### src/rtl/i2s_rx_deserializer.sv
// I2S receiver: oversamples BCLK/LRCLK/SDATA in the clk domain,
// assembles left/right words and pushes each pair to the FIFO.
module i2s_rx_deserializer #(
  parameter int WORDSIZE = 32,
  parameter int MIN_BITS = 16
) (
  input  logic                clk,
  input  logic                rst,
  input  logic                i2s_bclk,
  input  logic                i2s_lrclk,
  input  logic                i2s_sdata,
  input  logic                full,
  output logic                write_en,
  output logic [WORDSIZE-1:0] data_left_out,
  output logic [WORDSIZE-1:0] data_right_out,
  output logic                locked,
  output logic                overflow
);

  localparam int CW = $clog2(WORDSIZE + 1);
  localparam logic [WORDSIZE-1:0] TOP =
    {1'b1, {(WORDSIZE-1){1'b0}}};

  typedef enum logic [1:0] {
    SYNC,
    LEFT,
    RIGHT
  } state_e;

  state_e state_q, state_d;

  logic bclk_s1_q, bclk_s2_q, bclk_s3_q;
  logic lr_s1_q, lr_s2_q;
  logic sd_s1_q, sd_s2_q;

  logic                lr_prev_q, lr_prev_d;
  logic [WORDSIZE-1:0] word_q, word_d;
  logic [CW-1:0]       cnt_q, cnt_d;
  logic [WORDSIZE-1:0] left_q, left_d;
  logic [WORDSIZE-1:0] dl_q, dl_d;
  logic [WORDSIZE-1:0] dr_q, dr_d;
  logic                we_q, we_d;
  logic                ovf_q, ovf_d;

  logic                rise;
  logic                close;
  logic                long_ok;
  logic [WORDSIZE-1:0] msk;
  logic [WORDSIZE-1:0] word_bit;
  logic [CW-1:0]       cnt_inc;

  always_ff @(posedge clk or negedge rst) begin
    if (!rst) begin
      bclk_s1_q <= 1'b0;
      bclk_s2_q <= 1'b0;
      bclk_s3_q <= 1'b0;
      lr_s1_q   <= 1'b0;
      lr_s2_q   <= 1'b0;
      sd_s1_q   <= 1'b0;
      sd_s2_q   <= 1'b0;
    end else begin
      bclk_s1_q <= i2s_bclk;
      bclk_s2_q <= bclk_s1_q;
      bclk_s3_q <= bclk_s2_q;
      lr_s1_q   <= i2s_lrclk;
      lr_s2_q   <= lr_s1_q;
      sd_s1_q   <= i2s_sdata;
      sd_s2_q   <= sd_s1_q;
    end
  end

  // Mask walks off the word once bitcnt saturates, dropping extra bits.
  always_comb begin
    rise     = bclk_s2_q & ~bclk_s3_q;
    close    = rise & (lr_s2_q != lr_prev_q);
    msk      = TOP >> cnt_q;
    word_bit = word_q | (sd_s2_q ? msk : '0);
    if (cnt_q == CW'(WORDSIZE)) begin
      cnt_inc = cnt_q;
    end else begin
      cnt_inc = cnt_q + 1'b1;
    end
    long_ok  = cnt_inc >= CW'(MIN_BITS);
  end

  always_comb begin
    state_d   = state_q;
    lr_prev_d = lr_prev_q;
    word_d    = word_q;
    cnt_d     = cnt_q;
    left_d    = left_q;
    dl_d      = dl_q;
    dr_d      = dr_q;
    we_d      = 1'b0;
    ovf_d     = ovf_q;
    if (rise) begin
      lr_prev_d = lr_s2_q;
      word_d    = word_bit;
      cnt_d     = cnt_inc;
      if (close) begin
        word_d = '0;
        cnt_d  = '0;
        unique case (state_q)
          SYNC: begin
            if (lr_prev_q) state_d = LEFT;
          end
          LEFT: begin
            if (long_ok) begin
              left_d  = word_bit;
              state_d = RIGHT;
            end else begin
              state_d = SYNC;
            end
          end
          RIGHT: begin
            if (long_ok) begin
              state_d = LEFT;
              if (full) begin
                ovf_d = 1'b1;
              end else begin
                we_d = 1'b1;
                dl_d = left_q;
                dr_d = word_bit;
              end
            end else begin
              state_d = SYNC;
            end
          end
          default: state_d = SYNC;
        endcase
      end
    end
  end

  always_ff @(posedge clk or negedge rst) begin
    if (!rst) begin
      state_q   <= SYNC;
      lr_prev_q <= 1'b0;
      word_q    <= '0;
      cnt_q     <= '0;
      left_q    <= '0;
      dl_q      <= '0;
      dr_q      <= '0;
      we_q      <= 1'b0;
      ovf_q     <= 1'b0;
    end else begin
      state_q   <= state_d;
      lr_prev_q <= lr_prev_d;
      word_q    <= word_d;
      cnt_q     <= cnt_d;
      left_q    <= left_d;
      dl_q      <= dl_d;
      dr_q      <= dr_d;
      we_q      <= we_d;
      ovf_q     <= ovf_d;
    end
  end

  assign write_en       = we_q;
  assign data_left_out  = dl_q;
  assign data_right_out = dr_q;
  assign locked         = (state_q != SYNC);
  assign overflow       = ovf_q;

endmodule

### config.mk
export PLATFORM = sky130hd
export DESIGN_NAME = i2s_rx_deserializer
export DESIGN_NICKNAME = d
export VERILOG_FILES = /design/src/rtl/i2s_rx_deserializer.sv
export SDC_FILE = /design/constraint.sdc
export NUM_CORES = 1
export LEC_CHECK = 0
export BUFFER_PORTS_ARGS = -buffer_cell sky130_fd_sc_hd__buf_4
export CORE_MARGIN = 10
export CORE_UTILIZATION = 35
export DETAILED_ROUTE_END_ITERATION = 6
export MAX_ROUTING_LAYER = met4
export PLACE_DENSITY = 0.57
export SLEW_MARGIN = 20
export SYNTH_ARGS = -nofsm -noshare
export SYNTH_HDL_FRONTEND = slang
export SYNTH_SLANG_ARGS = --single-unit
### constraint.sdc
create_clock -name clk -period 2.16 [get_ports clk]
set_clock_uncertainty 0.05 [all_clocks]
set_input_delay 0.324 -clock clk [delete_from_list [all_inputs] [get_ports clk]]
set_output_delay 0.324 -clock clk [all_outputs]
set_load 0.1 [all_outputs]
### Yosys cells after proc, flatten, opt, wreduce, memory -nomap -nowiden

Cells that the tools add are included.

| cells by class | value |
|---|---|
| $lt $le $gt $ge | 1 |
| add/sub/neg operators | 1 |
| reduce and logical (&&, ||, !) cells | 6 |
| shift operators | 1 |
| bitwise operators | 5 |
| equal/unequal tests | 5 |
| multiplexer cells | 13 |

Operator list:

| cell | number |
|---|---|
| 32-bit 2-to-1 mux | 2 |
| 32-bit bitwise OR | 1 |
| 32-bit by 6-bit right shift with 32-bit output, first input constant | 1 |
| 6-bit 2-to-1 mux | 2 |
| 5-bit AND reduction | 2 |
| 6-bit by 1-bit adder with 6-bit output, second input constant | 1 |
| 6-bit == test, second input constant | 1 |
| 6-bit by 5-bit >= comparator with 1-bit output, second input constant | 1 |
| 1-bit 2-to-1 mux | 6 |
| 2-bit one-hot mux with 3 select lines | 1 |
| 2-bit 2-to-1 mux | 2 |
| 4-bit AND reduction | 1 |
| 3-bit AND reduction | 1 |
| 1-bit bitwise AND | 2 |
| 2-bit by 1-bit == test with 1-bit output, second input constant | 1 |
| 2-bit == test, second input constant | 1 |
| 2-bit logical NOT | 1 |
| 2-bit != test, second input constant | 1 |
| 1-bit NOT | 2 |
| 2-bit nonzero test | 1 |
| 1-bit != test | 1 |

| word-level totals | value |
|---|---|
| bits of input ports | 6 |
| logic and storage cells | 48 |
| output and inout port bits | 67 |
| register bits after elaboration | 146 |

### Logic depth before layout (Yosys ltp)

Gate-level depths: netlist of the first run.

| depth | value |
|---|---|
| depth in word-level cells | 7 |
| mapped depth | 7 |

### Least setup slack after synthesis of the first run

Ideal clock, no wire load.

| timing path | value |
|---|---|
| kind | reg2reg |
| from | register cnt_q[0] |
| to | register left_q[20] |
| data required time | 1,985 ps |
| arrival time | 2,130 ps |
| slack | -145 ps |
| library setup time | 125 ps |
| cell stages (with the launch flop) | 7 |
| cells stage by stage | dfrtp_1 > ha_1 > nand3_4 > mux2_4 > a2111oi_4 > buf_6 > mux2_2 |

| on the way | value |
|---|---|
| cells in the longest elaborated chain, start to end | 4 |
| elaborated cells on any way between the ends | 8 |
| classes of those cells | add/sub (1); order compare (1); eq/ne (1); shift (1); mux (2); bitwise (1); reduce/logical (1) |

RTL lines:

| what | RTL line | text |
|---|---|---|
| start, declared | 38 | `logic [CW-1:0] cnt_q, cnt_d;` |
| start signal, assigned | 150 | `cnt_q <= cnt_d;` |
| 6-bit by 1-bit adder with 6-bit output / 6-bit == test (equally long branches) | 81, 78 |  |
| 6-bit 2-to-1 mux | 78 | `if (cnt_q == CW'(WORDSIZE)) begin` |
| 6-bit by 5-bit >= comparator with 1-bit output | 83 | `long_ok = cnt_inc >= CW'(MIN_BITS);` |
| 4-bit AND reduction (no source line) | n/a |  |
| end signal, assigned | 151 | `left_q <= left_d;` |
| end, declared | 39 | `logic [WORDSIZE-1:0] left_q, left_d;` |

Parallel ways exist; a longest one is shown, timed or not.
A chain may end at the register's enable or synchronous reset.

### Worst setup path after layout of the first run

| timing path | value |
|---|---|
| from | register cnt_q[0] |
| to | register left_q[14] |

The elaborated chain is that of the path after synthesis.

==> impl_metrics.yaml, run 1 <==
pwr:
  switchingPower_mw: 1.83
  pwr-share-clk_pct: 42.7
  vdd_drop_max_v: 0.000642
  pwr-share-seq_pct: 43.0
  swShare_pct: 27.0
  power_density_mw_per_mm2: 890
  p_int_mw: 4.95
  p_leak_nw: 4.12
  comb_power_share_pct: 14.3
floorplan:
  die_x_um: 151
  start_util_pct: 35.9
  ioPinCount: 73
  die_h_um: 151
  core_region_area_mm2: 0.0167
  dieArea_mm2: 0.0228
  rows: 47
clocking:
  tritoncts: "yes"
  clkSinkCount: 146
  cts-root-buf: "clkbuf_16"
  path_clk_slew_ns: 0.06
  cts.path.max_buffers: 2
  worstSkewPairLatency_ns: 0.42
  h-tree-depth: 4
  cts_made_buffers: 17
synth:
  synth_edf_count: 0
  syn_area_mm2: 0.00600
  synth_seq_area_share_pct: 60.9
  synthMuxAreaShare_pct: 18.8
  synth-compound-area-share_pct: 9.51
  synthDistinctLibCells: 37
  synthesis.instances: 443
  synth_nets: 455
  yosys-top-cells-area: "dfrtp_1 (61%), mux2_2 (13%), mux2_1 (4.9%)"
  synth_top_family_by_area: "multiplexers"
  synth_commonest_cells: "dfrtp_1 (146), mux2_2 (71), nor2_1 (40)"
  synthSimpleGateAreaFrac_pct: 5.55
  ys_warn_count: 0
  async_flop_share_pct: 100
  synth_ff_type: "dfrtp_1"
  synth_fa_ha_area_share_pct: 1.25
  yosysMostFrequentCell: "dfrtp_1"
  yosysTopAreaCellShare_pct: 60.9
  synth_top_area_cell: "dfrtp_1"
  postSynthAreaPerCell_um2: 13.5
  synth_seq_cells: 146
  synth_xor_xnor_area_share_pct: 0.292
sta:
  finalCritPeriodShare_pct: 104
  setup_viol: 32
  worst_pin_slew_ns: 0.611
  fin_ws_ns: -0.0899
  hold_violations: 0
  fin_crit_ns: 2.25
  hold_slack_ns: 0.131
  rsz0062_at_grt: "yes"
  maxSlewHeadroom_pct: 59.3
  fin_setup_tns_ns: -2.29
  drv_slew: 0
  fmax_mhz: 444
global_route:
  grt_pass1_vias: 4140
  grt_pass1_wl_mm: 22.5
  grt_start_max_net_pins: 63
  antenna_found_initial: 0
  overflow: 0
  grt_use_total_pct: 12.9
place:
  globalplace.congestion: 0.811
  dp_slack_ns: -0.0319
  dpl.hpwl_mm: 9.32
  postPlaceCellArea_mm2: 0.00689
  portBuffers: 72
finish:
  num-fill-cells: 1550
  drive_above_1_share_pct: 42.2
  multi_input_area_mm2: 0.00216
  fin_nets: 549
  fin_area_mm2: 0.00761
  antenna_cells: 0
  seqCellArea_mm2: 0.00365
  syn_to_final_growth_pct: 26.9
drt:
  vias_per_cell: 4.92
  vias: 3791
  wirelength_mm: 13.9
  drtAntennaViolNets: 0
  drc: 0
  wl_per_cell_um: 18.0
  dr.pass1.iters: 4
  first_iter_violations: 309
run_status:
  run_status: "finished with violations"
  violations: "setup timing"
worst_setup_path:
  critPathKind: "reg2reg"
  cp_slowest_cell: "dfrtp_1"
  required_ns: 2.41
  end_kind: "flip-flop"
  cp_cell_sequence: "ha_4 -> nand3_4 -> mux2_4 -> a2111oi_4 -> buf_6 -> buf_8 -> mux2_2"
  cp_max_fo: 8
  start_kind: "flip-flop"
  cp.arrival_ns: 2.50
  crit_start: "cnt_q[0]"
  reg2reg_depth: 7
  slowest_delay_ns: 0.43
  r2r-start: "cnt_q[0]"
run:
  maxCapViolCount: 0
worst_hold_path:
  min_from: "full"
  hold_path.class: "in2reg"
  whs_path_depth: 2
[power groups by stage]
| stage | sequential, mW | combinational [mW] | clock [mW] |
|---|---|---|---|
| 2_1_floorplan | 2.93 | 0.545 | 0 |
| 3_3_place_gp | 2.95 | 0.904 | 0 |
| 3_5_place_dp | 2.95 | 0.925 | 0 |
| 4_1_cts | 2.91 | 0.936 | 2.96 |
| 5_1_grt | 2.93 | 1.06 | 3.08 |
| 6_report | 2.92 | 0.969 | 2.89 |
[metrics by stage]
stage	std cells	utilization (%)	total power, mW
2_1_floorplan	443	-	3.47
3_3_place_gp	729	41.2	3.85
3_5_place_dp	729	41.2	3.88
4_1_cts	765	45.1	6.80
5_1_grt	770	45.6	7.07
6_report	770	45.6	6.78
[critical path: cells and delay by family (launching register included)]
kind / cells / cell delay, ns
AO/OA/AOI/OAI: 1 / 0.36
adder cells (fa/ha/maj): 1 / 0.19
buffers and inverters: 2 / 0.34
flip-flops: 1 / 0.43
multiplexers: 2 / 0.68
AND/OR/NAND/NOR: 1 / 0.07
[per-layer routing]
metal	routed length (µm)	track usage [%]
met1	6250	15.8
met5	0	-
met2	6820	20.1
met4	193	4.76
met3	613	3.73
[cells in the final DEF (no fill, tap or decap), types with 5 or more instances in the layout]
cell type	netlist	layout
nand2_1	7	7
nor2_1	40	40
a31oi_1	10	10
and3_1	6	6
inv_1	6	6
dfrtp_1	146	146
a21o_1	22	22
buf_4	2	95
mux2_2	71	67
mux2_4	1	5
a31o_2	14	14
a21oi_1	25	25
clkinv_2	0	5
clkbuf_16	0	17
mux2_1	26	26
[flip-flops by register name, summed over array words and instances, names as in the netlist]
register	cells
left_q	32
sd_s1_q	1
bclk_s2_q	1
write_en	1
lr_s1_q	1
overflow	1
word_q	32
bclk_s3_q	1
bclk_s1_q	1
lr_s2_q	1
sd_s2_q	1
state_q	2
lr_prev_q	1
data_right_out	32
cnt_q	6
data_left_out	32
[cells by family (layout without fill, tap and decap cells)]
family | after synthesis | after routing
flip-flops | 146 | 146
multiplexers | 100 | 100
AO/OA/AOI/OAI | 81 | 81
AND/OR/NAND/NOR | 68 | 68
buffers and inverters | 40 | 147
adder cells (fa/ha/maj) | 6 | 6
XOR/XNOR | 2 | 2
[layout make-up]
type,instances,share of cell area (%)
repair buffers,109,12.0
clock buffers,19,5.95
multi-input cells,257,28.4
flip-flops and latches,146,48.0
clock inverters,13,1.76
inverters,6,0.296
well taps,220,3.61
[path summary, 6_finish.rpt]
check	slack [ns]	endpoint
worst max-delay path	-0.09	left_q[14]
worst min-delay path	0.13	overflow
worst max register to register	-0.09	left_q[14]
worst min register to register	0.30	lr_s2_q
max in group asynchronous	1.01	data_right_out[5]
min in group asynchronous	0.41	left_q[26]
[timing repair]
| item | 4_1_cts | 5_1_grt |
|---|---|---|
| pin swaps | 0 | 1 |
| hold buffers | 4 | 0 |
| endpoints found under the setup margin | 33 | 59 |
| gates resized for setup | 3 | 16 |
| hold endpoints to repair | 61 | 0 |
| cloned | 0 | 2 |
| setup buffers | 0 | 3 |
Power figures use the tool's default switching activity.
==> inputs of run 2 (changes only) <==
--- a/config.mk
+++ b/config.mk
@@ -10,7 +10,6 @@
 export CORE_UTILIZATION = 35
 export DETAILED_ROUTE_END_ITERATION = 6
 export MAX_ROUTING_LAYER = met4
-export PLACE_DENSITY = 0.57
 export SLEW_MARGIN = 20
 export SYNTH_ARGS = -nofsm -noshare
 export SYNTH_HDL_FRONTEND = slang
==> run 2 against run 1 <==
Net effect: the flow still finishes with violations (setup timing); non-clock buffer count decreased by 7; sequential power about the same; via count decreased by 1.8%; combinational power fell by 7.1%; largest cell class unchanged.
==> impl_metrics.yaml, run 2 (synthesis results as in run 1) <==
run_status:
  run_status: "finished with violations"
  violations: "setup timing"
clocking:
  cts_setup_buffers: 0
  worstSkewPairLatency_ns: 0.42
  cts_made_buffers: 17
  cts-root-buf: "clkbuf_16"
  cts.path.max_buffers: 2
  tritoncts: "yes"
  h-tree-depth: 4
  path_clk_slew_ns: 0.05
  clkSinkCount: 146
pwr:
  vdd_drop_max_v: 0.000607
  power_density_mw_per_mm2: 885
  p_leak_nw: 4.06
worst_hold_path:
  hold_path.class: "in2reg"
  whs_path_depth: 2
worst_setup_path:
  cp_slowest_cell: "dfrtp_1"
  critPathKind: "reg2reg"
  reg2reg_depth: 6
  cp_max_fo: 19
  slowest_delay_ns: 0.40
  cp_cell_sequence: "ha_2 -> nand3_4 -> mux2_4 -> a2111oi_4 -> buf_6 -> mux2_2"
  crit_family: "multiplexers"
  cp_num_buf_inv: 1
  start_kind: "flip-flop"
  required_ns: 2.41
  crit_cells: 6
  end_kind: "flip-flop"
  cp.arrival_ns: 2.44
drt:
  wl_per_cell_um: 17.5
  dr.pass1.iters: 5
  vias: 3722
  wirelength_mm: 13.3
  drc: 0
  first_iter_violations: 298
  drtAntennaViolNets: 0
  vias_per_cell: 4.89
floorplan:
  start_util_pct: 35.9
  dieArea_mm2: 0.0228
  die_h_um: 151
  rows: 47
  ioPinCount: 73
  die_x_um: 151
  core_region_area_mm2: 0.0167
place:
  portBuffers: 72
  globalplace.congestion: 0.819
  dpl.hpwl_mm: 9.36
  postPlaceCellArea_mm2: 0.00686
global_route:
  grt_start_max_net_pins: 52
  overflow: 0
  grt_pass1_wl_mm: 22.3
  antenna_found_initial: 0
  grt_pass1_vias: 4050
  grt_use_total_pct: 12.8
finish:
  mostFrequentLayoutCells: "dfrtp_1 (146), buf_4 (92), mux2_2 (68), nor2_1 (40), mux2_1 (26)"
  fin_nets: 542
  mostFrequentLayoutCell: "dfrtp_1"
  fin_util_pct: 44.8
  syn_to_final_growth_pct: 24.7
  fin_area_mm2: 0.00748
  drive_above_1_share_pct: 39.9
  antenna_cells: 0
sta:
  hold_violations: 0
  maxSlewHeadroom_pct: 57.1
  setup_viol: 31
  drv_slew: 0
  fin_setup_tns_ns: -0.465
  fmax_mhz: 456
  rsz0062_at_grt: "yes"
  finalCritPeriodShare_pct: 102
  hold_slack_ns: 0.131
  fin_crit_ns: 2.19
  worst_pin_slew_ns: 0.641
  fin_ws_ns: -0.0334
run:
  maxCapViolCount: 0
## run 2: worst paths after layout
kind	slack, ns	start	end
max	-0.03	cnt_q[1]	left_q[1]
min	0.13	full	overflow
max reg2reg	-0.03	cnt_q[1]	left_q[1]
min reg2reg	0.30	lr_s1_q	lr_s2_q
max in group asynchronous	0.94	rst	left_q[22]
min in group asynchronous	0.40	rst	data_right_out[12]
## run 2: area by class of cell
class | instances | area (µm²)
multi-input combinational | 257 | 2140
clock inverter | 5 | 77.6
sequential | 146 | 3650
clock buffer | 25 | 485
inverter | 6 | 22.5
fill | 1546 | 9220
tap | 220 | 275
timing repair buffer | 102 | 825
## run 2: layer usage
| metal | wire (µm) | up-vias | track usage, % | share of wire, % |
|---|---|---|---|---|
| met5 | 0 | - | - | 0 |
| met4 | 231 | 0 | 5.15 | 1.7 |
| met3 | 554 | 16 | 3.46 | 4.2 |
| met2 | 6430 | 87 | 19.4 | 48 |
| met1 | 6090 | 1892 | 16.0 | 46 |
| li1 | - | 1727 | - | - |
## run 2: timing repair
item / 4_1_cts / 5_1_grt
hold buffers: 4 / 0
gates cloned: 0 / 0
resized for setup: 3 / 2
hold endpoints to repair: 50 / 0
setup endpoints to repair: 32 / 88
## run 2: metrics by stage
stage	power [mW]	worst slack [ns]	cells
2_1_floorplan	3.47	-0.0341	443
3_3_place_gp	3.82	0.00514	727
3_5_place_dp	3.85	-0.0533	727
4_1_cts	6.70	-0.0278	761
5_1_grt	6.92	-0.0875	761
6_report	6.62	-0.0334	761
## run 2: worst reg2reg max path, delay by kind of cell (launching register included)
family	cells	cell delay [ns]
flops	1	0.40
mux	2	0.70
buf+inv	1	0.26
simple gates	1	0.08
compound gates	1	0.36
fa+ha+maj	1	0.22
## run 2: where the power goes
group | internal (mW) | switching (mW) | total (mW)
sequential | 2.83 | 0.0737 | 2.90
clock | 1.77 | 1.04 | 2.82
combinational | 0.317 | 0.583 | 0.900
